`config.mk`:
```
export PLATFORM = sky130hd
export DESIGN_NAME = sc_poly_eval_ctrl_flat
export DESIGN_NICKNAME = d
export VERILOG_FILES = /design/src/rtl/sc_poly_eval_ctrl_if.sv /design/src/rtl/sc_poly_eval_ctrl.sv /design/src/flat_wrapper.sv
export SDC_FILE = /design/constraint.sdc
export NUM_CORES = 1
export LEC_CHECK = 0
export CAP_MARGIN = 20
export CORE_MARGIN = 10
export CORE_UTILIZATION = 45
export DETAILED_ROUTE_END_ITERATION = 7
export GPL_TIMING_DRIVEN = 0
export PLACE_DENSITY_LB_ADDON = 0.2
export SLEW_MARGIN = 30
export SYNTH_ARGS = -nofsm -noshare
export SYNTH_HDL_FRONTEND = slang
export SYNTH_SLANG_ARGS = --single-unit
```
`constraint.sdc`:
```
create_clock -name clk -period 2.3 [get_ports clk]
set_input_delay 0.46 -clock clk [delete_from_list [all_inputs] [get_ports clk]]
set_output_delay 0.46 -clock clk [all_outputs]
set_load 0.01 [all_outputs]
```
`src/rtl/sc_poly_eval_ctrl_if.sv`:
```
// Handshake and datapath bundle between a requester and the stochastic polynomial evaluation controller.
interface sc_poly_eval_ctrl_if #(
  parameter int W = 8
);
  logic         start;
  logic [W-1:0] x_value;
  logic         busy;
  logic         done;
  logic [2:0]   x_bits;
  logic [5:0]   r;
  logic         z_in;
  logic [W:0]   result;

  modport master (
    output start, x_value, z_in,
    input  busy, done, x_bits, r, result
  );

  modport slave (
    input  start, x_value, z_in,
    output busy, done, x_bits, r, result
  );
endinterface

```
`src/rtl/sc_poly_eval_ctrl.sv`:
```
// Stochastic-computing polynomial evaluation controller: drives 2^W cycles of stochastic x copies and
// random constants into an external datapath and counts the ones it returns.
module sc_poly_eval_ctrl #(
  parameter int W = 8
) (
  input  logic                  clk,
  input  logic                  reset,
  sc_poly_eval_ctrl_if.slave    bus
);

  typedef enum logic [1:0] {IDLE, RUN, DONE} state_e;

  // LFSR feedback taps correspond to x^8+x^6+x^5+x^4+1 when W=8
  localparam logic [W-1:0] SEED0 = W'(8'h01);
  localparam logic [W-1:0] SEED1 = W'(8'h5A);
  localparam logic [W-1:0] SEED2 = W'(8'hC3);
  localparam logic [15:0]  RSEED = 16'hACE1;

  state_e        state_q, state_d;
  logic [W-1:0]  xVal_q, xVal_d;
  logic [W-1:0]  cnt_q, cnt_d;
  logic [W:0]    ones_q, ones_d;
  logic [W:0]    result_q, result_d;
  logic [W-1:0]  lfsr_q [3];
  logic [W-1:0]  lfsr_d [3];
  logic [15:0]   rLfsr_q, rLfsr_d;
  logic [W:0]    zExt;

  function automatic logic [W-1:0] stepX(input logic [W-1:0] v);
    return {v[W-2:0], v[W-1] ^ v[W-3] ^ v[W-4] ^ v[W-5]};
  endfunction

  function automatic logic [15:0] stepR(input logic [15:0] v);
    return {v[14:0], v[15] ^ v[13] ^ v[12] ^ v[10]};
  endfunction

  assign zExt = (W+1)'(bus.z_in);

  always_ff @(posedge clk or posedge reset) begin
    if (reset) begin
      state_q   <= IDLE;
      xVal_q    <= '0;
      cnt_q     <= '0;
      ones_q    <= '0;
      result_q  <= '0;
      lfsr_q[0] <= SEED0;
      lfsr_q[1] <= SEED1;
      lfsr_q[2] <= SEED2;
      rLfsr_q   <= RSEED;
    end else begin
      state_q   <= state_d;
      xVal_q    <= xVal_d;
      cnt_q     <= cnt_d;
      ones_q    <= ones_d;
      result_q  <= result_d;
      lfsr_q[0] <= lfsr_d[0];
      lfsr_q[1] <= lfsr_d[1];
      lfsr_q[2] <= lfsr_d[2];
      rLfsr_q   <= rLfsr_d;
    end
  end

  // The final sample is folded into result on the same edge that leaves RUN
  always_comb begin
    state_d  = state_q;
    xVal_d   = xVal_q;
    cnt_d    = cnt_q;
    ones_d   = ones_q;
    result_d = result_q;
    lfsr_d   = lfsr_q;
    rLfsr_d  = rLfsr_q;
    unique case (state_q)
      IDLE: begin
        if (bus.start) begin
          state_d   = RUN;
          xVal_d    = bus.x_value;
          cnt_d     = '0;
          ones_d    = '0;
          lfsr_d[0] = SEED0;
          lfsr_d[1] = SEED1;
          lfsr_d[2] = SEED2;
          rLfsr_d   = RSEED;
        end
      end
      RUN: begin
        ones_d  = ones_q + zExt;
        cnt_d   = cnt_q + W'(1);
        for (int i = 0; i < 3; i++) begin
          lfsr_d[i] = stepX(lfsr_q[i]);
        end
        rLfsr_d = stepR(rLfsr_q);
        if (&cnt_q) begin
          state_d  = DONE;
          result_d = ones_q + zExt;
        end
      end
      DONE: state_d = IDLE;
      default: state_d = IDLE;
    endcase
  end

  always_comb begin
    bus.busy   = (state_q == RUN);
    bus.done   = (state_q == DONE);
    bus.result = result_q;
    bus.x_bits = '0;
    bus.r      = '0;
    if (state_q == RUN) begin
      for (int i = 0; i < 3; i++) begin
        bus.x_bits[i] = (lfsr_q[i] < xVal_q);
      end
      bus.r = {rLfsr_q[15], rLfsr_q[12], rLfsr_q[9], rLfsr_q[6], rLfsr_q[3], rLfsr_q[0]};
    end
  end

endmodule

```
`src/flat_wrapper.sv`:
```
// flat-port wrapper written by rule: the top's interface ports become plain ports
module sc_poly_eval_ctrl_flat 
#(
  parameter int W = 8
)
  (clk, reset, bus_start, bus_x_value, bus_z_in, bus_busy, bus_done, bus_x_bits, bus_r, bus_result);
  sc_poly_eval_ctrl_if #(.W(W)) bus_i ();
  input  logic clk;
  input  logic reset;
  input wire logic [$bits(bus_i.start)-1:0] bus_start;
  input wire logic [$bits(bus_i.x_value)-1:0] bus_x_value;
  input wire logic [$bits(bus_i.z_in)-1:0] bus_z_in;
  output wire logic [$bits(bus_i.busy)-1:0] bus_busy;
  output wire logic [$bits(bus_i.done)-1:0] bus_done;
  output wire logic [$bits(bus_i.x_bits)-1:0] bus_x_bits;
  output wire logic [$bits(bus_i.r)-1:0] bus_r;
  output wire logic [$bits(bus_i.result)-1:0] bus_result;
  assign bus_i.start = bus_start;
  assign bus_i.x_value = bus_x_value;
  assign bus_i.z_in = bus_z_in;
  assign bus_busy = bus_i.busy;
  assign bus_done = bus_i.done;
  assign bus_x_bits = bus_i.x_bits;
  assign bus_r = bus_i.r;
  assign bus_result = bus_i.result;
  sc_poly_eval_ctrl #(.W(W)) u_core (.clk(clk), .reset(reset), .bus(bus_i));
endmodule
```
Word level (Yosys, flattened, before mapping)
Index checks and enable logic that the tools add are counted.
{ "word_totals": {"input_bits": 12, "out_inout_bits": 20, "word_cells": 50, "ff_bits": 76} }
{ "classes": {"bitwise": 12, "n_lt_le_gt_ge": 3, "eq_ne": 4, "reduce_logical": 7, "addsub": 2, "muxes": 13} }
{ "op_table": {"columns": ["cell", "n"], "rows": [
  ["case mux 24 bit (2 select lines)", 1],
  ["case mux 16 bit (2 select lines)", 1],
  ["less-than comparator 8 bit", 3],
  ["2-to-1 mux 24 bit", 1],
  ["case mux 9 bit (2 select lines)", 1],
  ["2-to-1 mux 16 bit", 1],
  ["case mux 8 bit (2 select lines)", 1],
  ["XOR 1 bit", 12],
  ["adder 9 x 1 -> 9 bit", 1],
  ["2-to-1 mux 9 bit", 1],
  ["AND reduction 9 bit", 1],
  ["adder 8 x 1 -> 8 bit (second input constant)", 1],
  ["2-to-1 mux 8 bit", 1],
  ["AND reduction 8 bit", 1],
  ["2-to-1 mux 6 bit", 1],
  ["AND reduction 2 bit", 3],
  ["2-to-1 mux 2 bit", 2],
  ["case mux 2 bit (2 select lines)", 1],
  ["2-to-1 mux 3 bit", 1],
  ["== test 2 x 1 -> 1 bit (second input constant)", 1],
  ["== test 2 bit (second input constant)", 1],
  ["logical NOT 2 bit", 1],
  ["!= test 2 x 1 -> 1 bit (second input constant)", 1],
  ["!= test 2 bit (second input constant)", 1],
  ["nonzero test 2 bit", 1]
]} }

Logic depth before layout (Yosys ltp)
Gate-level depths: netlist of run 1.
{ "depth": {"depth_word": 4, "depth_mapped": 7, "mapped_depth_nobuf": 6} }

Worst setup path after synthesis of run 1
OpenSTA, ideal clock, no wires.
{ "synth_timing": {"path_kind": "register to output", "startpoint": "register u_core.lfsr_q[9] (netlist name)", "endpoint": "output port bus_x_bits[1]", "path_stages_with_launch": 5, "path_slack_ps": 518, "required_time_ps": 1840, "n_path_buf": 0, "t_arrival_ps": 1322, "cell_sequence": "dfstp_2 > ha_1 > a211oi_1 > o21ai_0 > a41oi_1"} }
{ "synth_between": {"elab_chain_len": 2} }
{ "synth_lines": {"columns": ["item", "line", "text"], "rows": [
  ["start: declaration", "sc_poly_eval_ctrl.sv:24", "logic [W-1:0] lfsr_q [3];"],
  ["less-than comparator 8 bit", "sc_poly_eval_ctrl.sv:110", "bus.x_bits[i] = (lfsr_q[i] < xVal_q);"],
  ["2-to-1 mux 3 bit", "sc_poly_eval_ctrl.sv:108", "if (state_q == RUN) begin"],
  ["end: declaration", "flat_wrapper.sv:15", "output wire logic [$bits(bus_i.x_bits)-1:0] bus_x_bits;"]
]} }
Every way passes these cells.

Final worst setup path of run 1
{ "layout_timing": {"startpoint": "register u_core.lfsr_q[1] (netlist name)", "endpoint": "output port bus_x_bits[2]"} }
Same word-level chain as after synthesis.

==> impl_metrics.tcl, run 1 <==
set metrics [dict create \
    p_per_area_nw_per_um2 1270 \
    clk_pin_slew_worst_paths_ns 0.08 \
    yosysTopAreaCellShare_pct 38.3 \
    ys_seq_area_share_pct 49.9 \
    cp-end-kind "output pin" \
    nNetsFinal 483 \
    pwr-share-clk_pct 21.2 \
    arrival_ns 1.79 \
    die-area_um2 12700 \
    synthArstFlopShare_pct 100 \
    first_pass_iters 4 \
    root_buffer "clkbuf_8" \
    crit_slowest_cell "dfstp_2" \
    drtIter0Drc 216 \
    p_int_w 0.00393 \
    avgViaCountPerCell 5.37 \
    synth_edf_count 0 \
    grt.total_usage_pct 14.0 \
    hold_buffers 0 \
    antenna_found_initial 0 \
    syn_nets 432 \
    stdcell_count 557 \
    grt_max_degree 29 \
    synth_top_cell_by_area "dfrtp_1" \
    start_util_pct 46.7 \
    drc 0 \
    fillerInstances 729 \
    cts_tree "yes" \
    crit_chain "ha_1 -> a211oi_2 -> o21ai_1 -> a41oi_2 -> buf_2" \
    fin_crit_ns 2.25 \
    fmax_ghz 0.443 \
    min_period_over_period_pct 98.0 \
    status "finished clean" \
    relSlewSlack_pct 60.1 \
    slowest_delay_ns 0.55 \
    final_util_pct 57.3 \
    startpoint_type "flip-flop" \
    netlist_instances 396 \
    dp_hpwl_mm 6.17 \
    layout-drive-gt1-share_pct 18.8 \
    die_height_um 113 \
    hold_slack_ns 0.401 \
    clockBufferDepth 2 \
    antenna_cells 0 \
    numPortBuffers 31 \
    hold_path.class "in2async" \
    drv_slew 0 \
    ys_ff_latch 76 \
    die_w_um 113 \
    path_max_fanout 3 \
    crit_type "reg2out" \
    synth_cell_types 35 \
    skew_ns 0.00710 \
    place_congestion 0.778 \
    vias 2989 \
    peakVddDrop_mv 0.549 \
    synth_area_leaders "dfrtp_1 38%, dfstp_2 12%, nand2_1 7.9%, ha_1 7.8%, o21ai_0 7.1%" \
    wl_per_cell_um 16.4 \
    coreArea_um2 8260 \
    ant_nets 0 \
    cts_buffers 9 \
    num_rows 33 \
    ctsHtreeMaxLevel 3 \
    top_level_ports 32 \
    cellLeakagePower_nw 2.16 \
    yosysWarnings 0 \
    drt-total-wl_mm 9.11 \
    area_growth_pct 22.8 \
    syn_area_per_cell_um2 9.73 \
    clk_latency_ns 0.34 \
    finalHoldViolCount 0 \
    seqPwrFrac_pct 40.5 \
    switchingPower_w 0.00208 \
    critPathRequiredTime_ns 1.84 \
    place_inst 535 \
    drv_cap 0 \
    setup_violations 0 \
    switching_share_pct 34.6 \
    tightest_slew_ns 0.599 \
    cts.sinks 76 \
    grt_pass1_wl_mm 14.7 \
    synthFlopType "dfrtp_1" \
    pwr-share-comb_pct 38.3 \
    first_global_vias 2935 \
    overflow 0 \
    syn-cell-area_um2 3850 \
]
[stage by stage]
step / setup TNS, ns / power, W / worst slack, ns / instance area (µm²)
final: 0 / 0.00601 / 0.0450 / 4730
after detailed placement: -0.436 / 0.00458 / -0.108 / 4380
after global placement: -0.294 / 0.00448 / -0.0792 / 4300
after CTS: 0 / 0.00580 / 0.00954 / 4640
after floorplan: 0 / 0.00380 / 0.518 / 3860
after global routing: -0.0718 / 0.00646 / -0.0443 / 4730
[state kept, by name, indices dropped and copies added, names as in the netlist]
register           count
u_core.lfsr_q         24
u_core.rLfsr_q        16
u_core.bus.result      9
u_core.ones_q          9
u_core.cnt_q           8
u_core.xVal_q          8
u_core.state_q         2
[cell type report]
| cell class | instances | area, µm² | area share [%] |
|---|---|---|---|
| Buffer | 21 | 118 | 2.48 |
| Multi-Input combinational cell | 288 | 1860 | 39.2 |
| Clock buffer | 12 | 155 | 3.28 |
| Tap cell | 105 | 131 | 2.78 |
| Sequential cell | 76 | 1920 | 40.6 |
| Clock inverter | 4 | 95.1 | 2.01 |
| Inverter | 11 | 45.0 | 0.952 |
| Timing Repair Buffer | 40 | 409 | 8.64 |
[kinds of logic after synthesis]
group                    count (synthesis)  synth area share (%)
flip-flops                              76                  49.9
AND/OR/NAND/NOR                        140                  16.6
adder cells (fa/ha/maj)                 24                  7.79
XOR/XNOR                                19                  4.32
AO/OA/AOI/OAI                           93                  13.5
multiplexers                            12                  4.28
buffers and inverters                   32                  3.64
[placed cells by master, fill, tap and decap left out, types with 2 or more instances in the layout]
| cell type | count |
|---|---|
| dlygate4sd2_1 | 5 |
| dfrtp_1 | 59 |
| bufinv_16 | 3 |
| inv_2 | 3 |
| a211o_1 | 3 |
| nand2_1 | 81 |
| o31ai_1 | 2 |
| mux2i_1 | 3 |
| and2_1 | 5 |
| o21ai_0 | 51 |
| clkdlybuf4s15_1 | 2 |
| o21ai_1 | 4 |
| xor2_1 | 9 |
| clkdlybuf4s50_1 | 21 |
| a211oi_2 | 5 |
| inv_1 | 7 |
| a31oi_1 | 4 |
| buf_4 | 9 |
| dfstp_2 | 17 |
| nand4_1 | 2 |
| a41oi_2 | 3 |
| buf_2 | 10 |
| clkbuf_8 | 11 |
| buf_16 | 2 |
| a21oi_1 | 16 |
| xnor2_1 | 10 |
| clkbuf_1 | 10 |
| nand3_1 | 11 |
| a21o_1 | 2 |
| nor2_1 | 23 |
| nand2b_1 | 6 |
| o22ai_1 | 2 |
| and3_1 | 3 |
| ha_1 | 23 |
| mux2_4 | 9 |
[Yosys cell counts, types with 7 or more instances]
library cell   n
a21oi_1       16
buf_2         10
clkbuf_1       9
dfrtp_1       59
dfstp_2       17
ha_1          24
inv_1         10
mux2_4         9
nand2_1       81
nand2b_1       7
nand3_1       11
nor2_1        23
o21ai_0       55
xnor2_1       10
xor2_1         9
[worst max-delay path: cells and delay by family (launching register included)]
family,cells,cell delay [ns]
buf+inv,1,0.16
flops,1,0.55
fa+ha+maj,1,0.25
compound gates,3,0.50
[layer usage]
metal,track usage (%),up-vias,routed length [µm]
li1,-,1452,-
met1,18.4,1461,4090
met2,22.0,66,4400
met3,3.04,10,530
met4,4.91,0,90
met5,0,-,0
[power by group through the flow]
stage / registers, W / clock network [W] / logic, W
after floorplan: 0.00235 / 0 / 0.00144
after global placement: 0.00243 / 0 / 0.00205
after detailed placement: 0.00244 / 0 / 0.00214
after CTS: 0.00242 / 0.00129 / 0.00209
after global routing: 0.00251 / 0.00136 / 0.00260
final: 0.00243 / 0.00127 / 0.00230
[worst paths after layout]
kind | slack, ns | cells past startpoint | end | from
worst max-delay path | 0.05 | 5 | bus_x_bits[2] | u_core.lfsr_q[1]
min in group clk | 0.48 | 1 | u_core.rLfsr_q[4] | u_core.rLfsr_q[4]
max in group asynchronous | 1.26 | 4 | u_core.lfsr_q[16] | reset
worst min register to register | 0.48 | 1 | u_core.rLfsr_q[4] | u_core.rLfsr_q[4]
worst max register to register | 0.57 | 7 | u_core.bus.result[6] | u_core.ones_q[0]
worst min-delay path | 0.40 | 2 | u_core.bus.result[0] | reset
[repair_timing]
item                                    CTS  global route
gates resized for setup                  28            16
pin swaps                                 3             5
setup buffers                             2             4
endpoints found under the setup margin   10             6
Power figures use the tool's default switching activity.
==> run 2: changes to the inputs <==
- CORE_UTILIZATION: 45 -> 37
==> impl_metrics.tcl, run 2 (synthesis results as in run 1) <==
set metrics [dict create \
    drv_slew 0 \
    p_per_area_nw_per_um2 1200 \
    layout_commonest_cell "nand2_1" \
    skew_ns 0.0115 \
    die_height_um 122 \
    root_buffer "clkbuf_8" \
    startpoint_type "flip-flop" \
    area_growth_pct 21.1 \
    vias 2944 \
    critPathLaunch "u_core.lfsr_q[1]" \
    wl_per_cell_um 15.7 \
    setup_violations 0 \
    clockBufferDepth 2 \
    nNetsFinal 481 \
    crit_type "reg2out" \
    cts_buffers 9 \
    dp_hpwl_mm 6.39 \
    drc 0 \
    r2r_slack_ns 0.52 \
    avgViaCountPerCell 5.02 \
    tightest_slew_ns 0.559 \
    cellLeakagePower_nw 2.12 \
    fmax_ghz 0.448 \
    fin_area_um2 4670 \
    start_util_pct 37.7 \
    ant_nets 0 \
    path_max_fanout 3 \
    arrival_ns 1.77 \
    clk_latency_ns 0.36 \
    timing.rr.start "u_core.state_q[1]" \
    fin_crit_ns 2.23 \
    place_congestion 0.847 \
    cp-end-kind "output pin" \
    coreArea_um2 10200 \
    crit_chain "ha_1 -> a211oi_2 -> o21ai_1 -> a41oi_1 -> buf_2" \
    crit_slowest_cell "dfstp_2" \
    die_w_um 122 \
    first_global_vias 2869 \
    status "finished clean" \
    antenna_found_initial 0 \
    cts.sinks 76 \
    largest_register "u_core.lfsr_q" \
    drv_cap 0 \
    grt_max_degree 28 \
    num_rows 37 \
    die-area_um2 14900 \
    slowest_delay_ns 0.55 \
    hold_slack_ns 0.448 \
    critPathRequiredTime_ns 1.84 \
    ctsHtreeMaxLevel 3 \
    hold_path.class "in2async" \
    relSlewSlack_pct 62.7 \
    overflow 0 \
    finalHoldViolCount 0 \
    largest_reg_flops 24 \
    top_level_ports 32 \
    drtIter0Drc 128 \
    worstSetupEndpoint "bus_x_bits[2]" \
    clk_pin_slew_worst_paths_ns 0.08 \
    grt_pass1_wl_mm 15.3 \
    mostFrequentLayoutCells "81 x nand2_1, 59 x dfrtp_1, 50 x o21ai_0, 23 x nor2_1, 23 x ha_1" \
    numPortBuffers 31 \
    regArea_um2 1920 \
    fillerInstances 994 \
    first_pass_iters 4 \
    min_period_over_period_pct 97.0 \
    layout-drive-gt1-share_pct 18.9 \
    rsz0062_at_grt "yes" \
    antenna_cells 0 \
    multi_input_area_um2 1860 \
    peakVddDrop_mv 0.355 \
    r2r_cells 7 \
    placed_area_um2 4410 \
    timing.rr.end "u_core.bus.result[0]" \
    biggestRegsByFlops "u_core.lfsr_q x24, u_core.rLfsr_q x16" \
    cts_tree "yes" \
    grt.total_usage_pct 13.0 \
    drt-total-wl_mm 9.22 \
]
-- run 2: changes by cell type in the layout (fill, tap and decap cells not counted), sizes merged --
cell	delta
clkbuf	+1
dlygate4sd2	-1
clkinvlp	+1
bufinv	-3
clkinv	+2
clkdlybuf4s15	-2
-- run 2: through the flow --
step           utilization, %  instances  setup TNS [ns]  setup slack [ns]  power (W)
6_report                 45.6        586               0            0.0698    0.00561
5_1_grt                  45.6        586         -0.0203           -0.0184    0.00611
4_1_cts                  45.2        586               0          0.000247    0.00556
3_5_place_dp             43.1        566          -0.518            -0.147    0.00462
3_3_place_gp             42.4        563          -0.460            -0.117    0.00453
2_1_floorplan               -        396               0             0.518    0.00380
-- run 2: repair_timing --
item | 4_1_cts | 5_1_grt
pin swaps | 3 | 0
setup buffers | 4 | 0
hold buffers | 0 | 0
setup endpoints to repair | 10 | 4
resized for setup | 35 | 12
endpoints found under the hold margin | 0 | 0
cloned | 0 | 0
-- run 2: power breakdown --
part           leakage, nW  switching [W]  internal (W)  total [W]
Clock               0.0863       0.000504      0.000421   0.000925
Sequential           0.912       0.000439       0.00198    0.00242
Combinational         1.12        0.00112       0.00114    0.00227
Total                 2.12        0.00206       0.00354    0.00561
-- run 2: metal layers --
metal | track usage, % | vias to the layer above | part of all wire, %
met4 | 6.19 | 0 | 2.0
met1 | 17.6 | 1444 | 48
met2 | 19.4 | 40 | 47
met3 | 2.73 | 11 | 3.8
li1 | - | 1449 | -
met5 | 0 | - | 0
-- run 2: worst min-delay path by stage --
stage                       from                end  slack, ns  cells after the start
2_1_floorplan    u_core.cnt_q[7]    u_core.cnt_q[7]       0.44                      1
3_3_place_gp   u_core.rLfsr_q[1]  u_core.rLfsr_q[1]       0.46                      1
3_5_place_dp     u_core.cnt_q[7]    u_core.cnt_q[7]       0.47                      1
4_1_cts                    reset  u_core.rLfsr_q[8]       0.45                      2
5_1_grt                    reset  u_core.rLfsr_q[8]       0.48                      2
6_report                   reset  u_core.rLfsr_q[4]       0.45                      2
-- run 2: area by class of cell --
type / instances / share of cell area [%]
Sequential cell: 76 / 41.2
Multi-Input combinational cell: 288 / 39.7
Buffer: 21 / 2.52
Timing Repair Buffer: 38 / 8.26
Inverter: 11 / 0.965
Tap cell: 136 / 3.65
Clock inverter: 4 / 0.563
Clock buffer: 12 / 3.11
-- run 2: critical path, delay by kind of cell, from the launching register on --
kind | cells | cell delay (ns)
buffers and inverters | 1 | 0.17
AO/OA/AOI/OAI | 3 | 0.46
flip-flops | 1 | 0.55
adder cells (fa/ha/maj) | 1 | 0.24
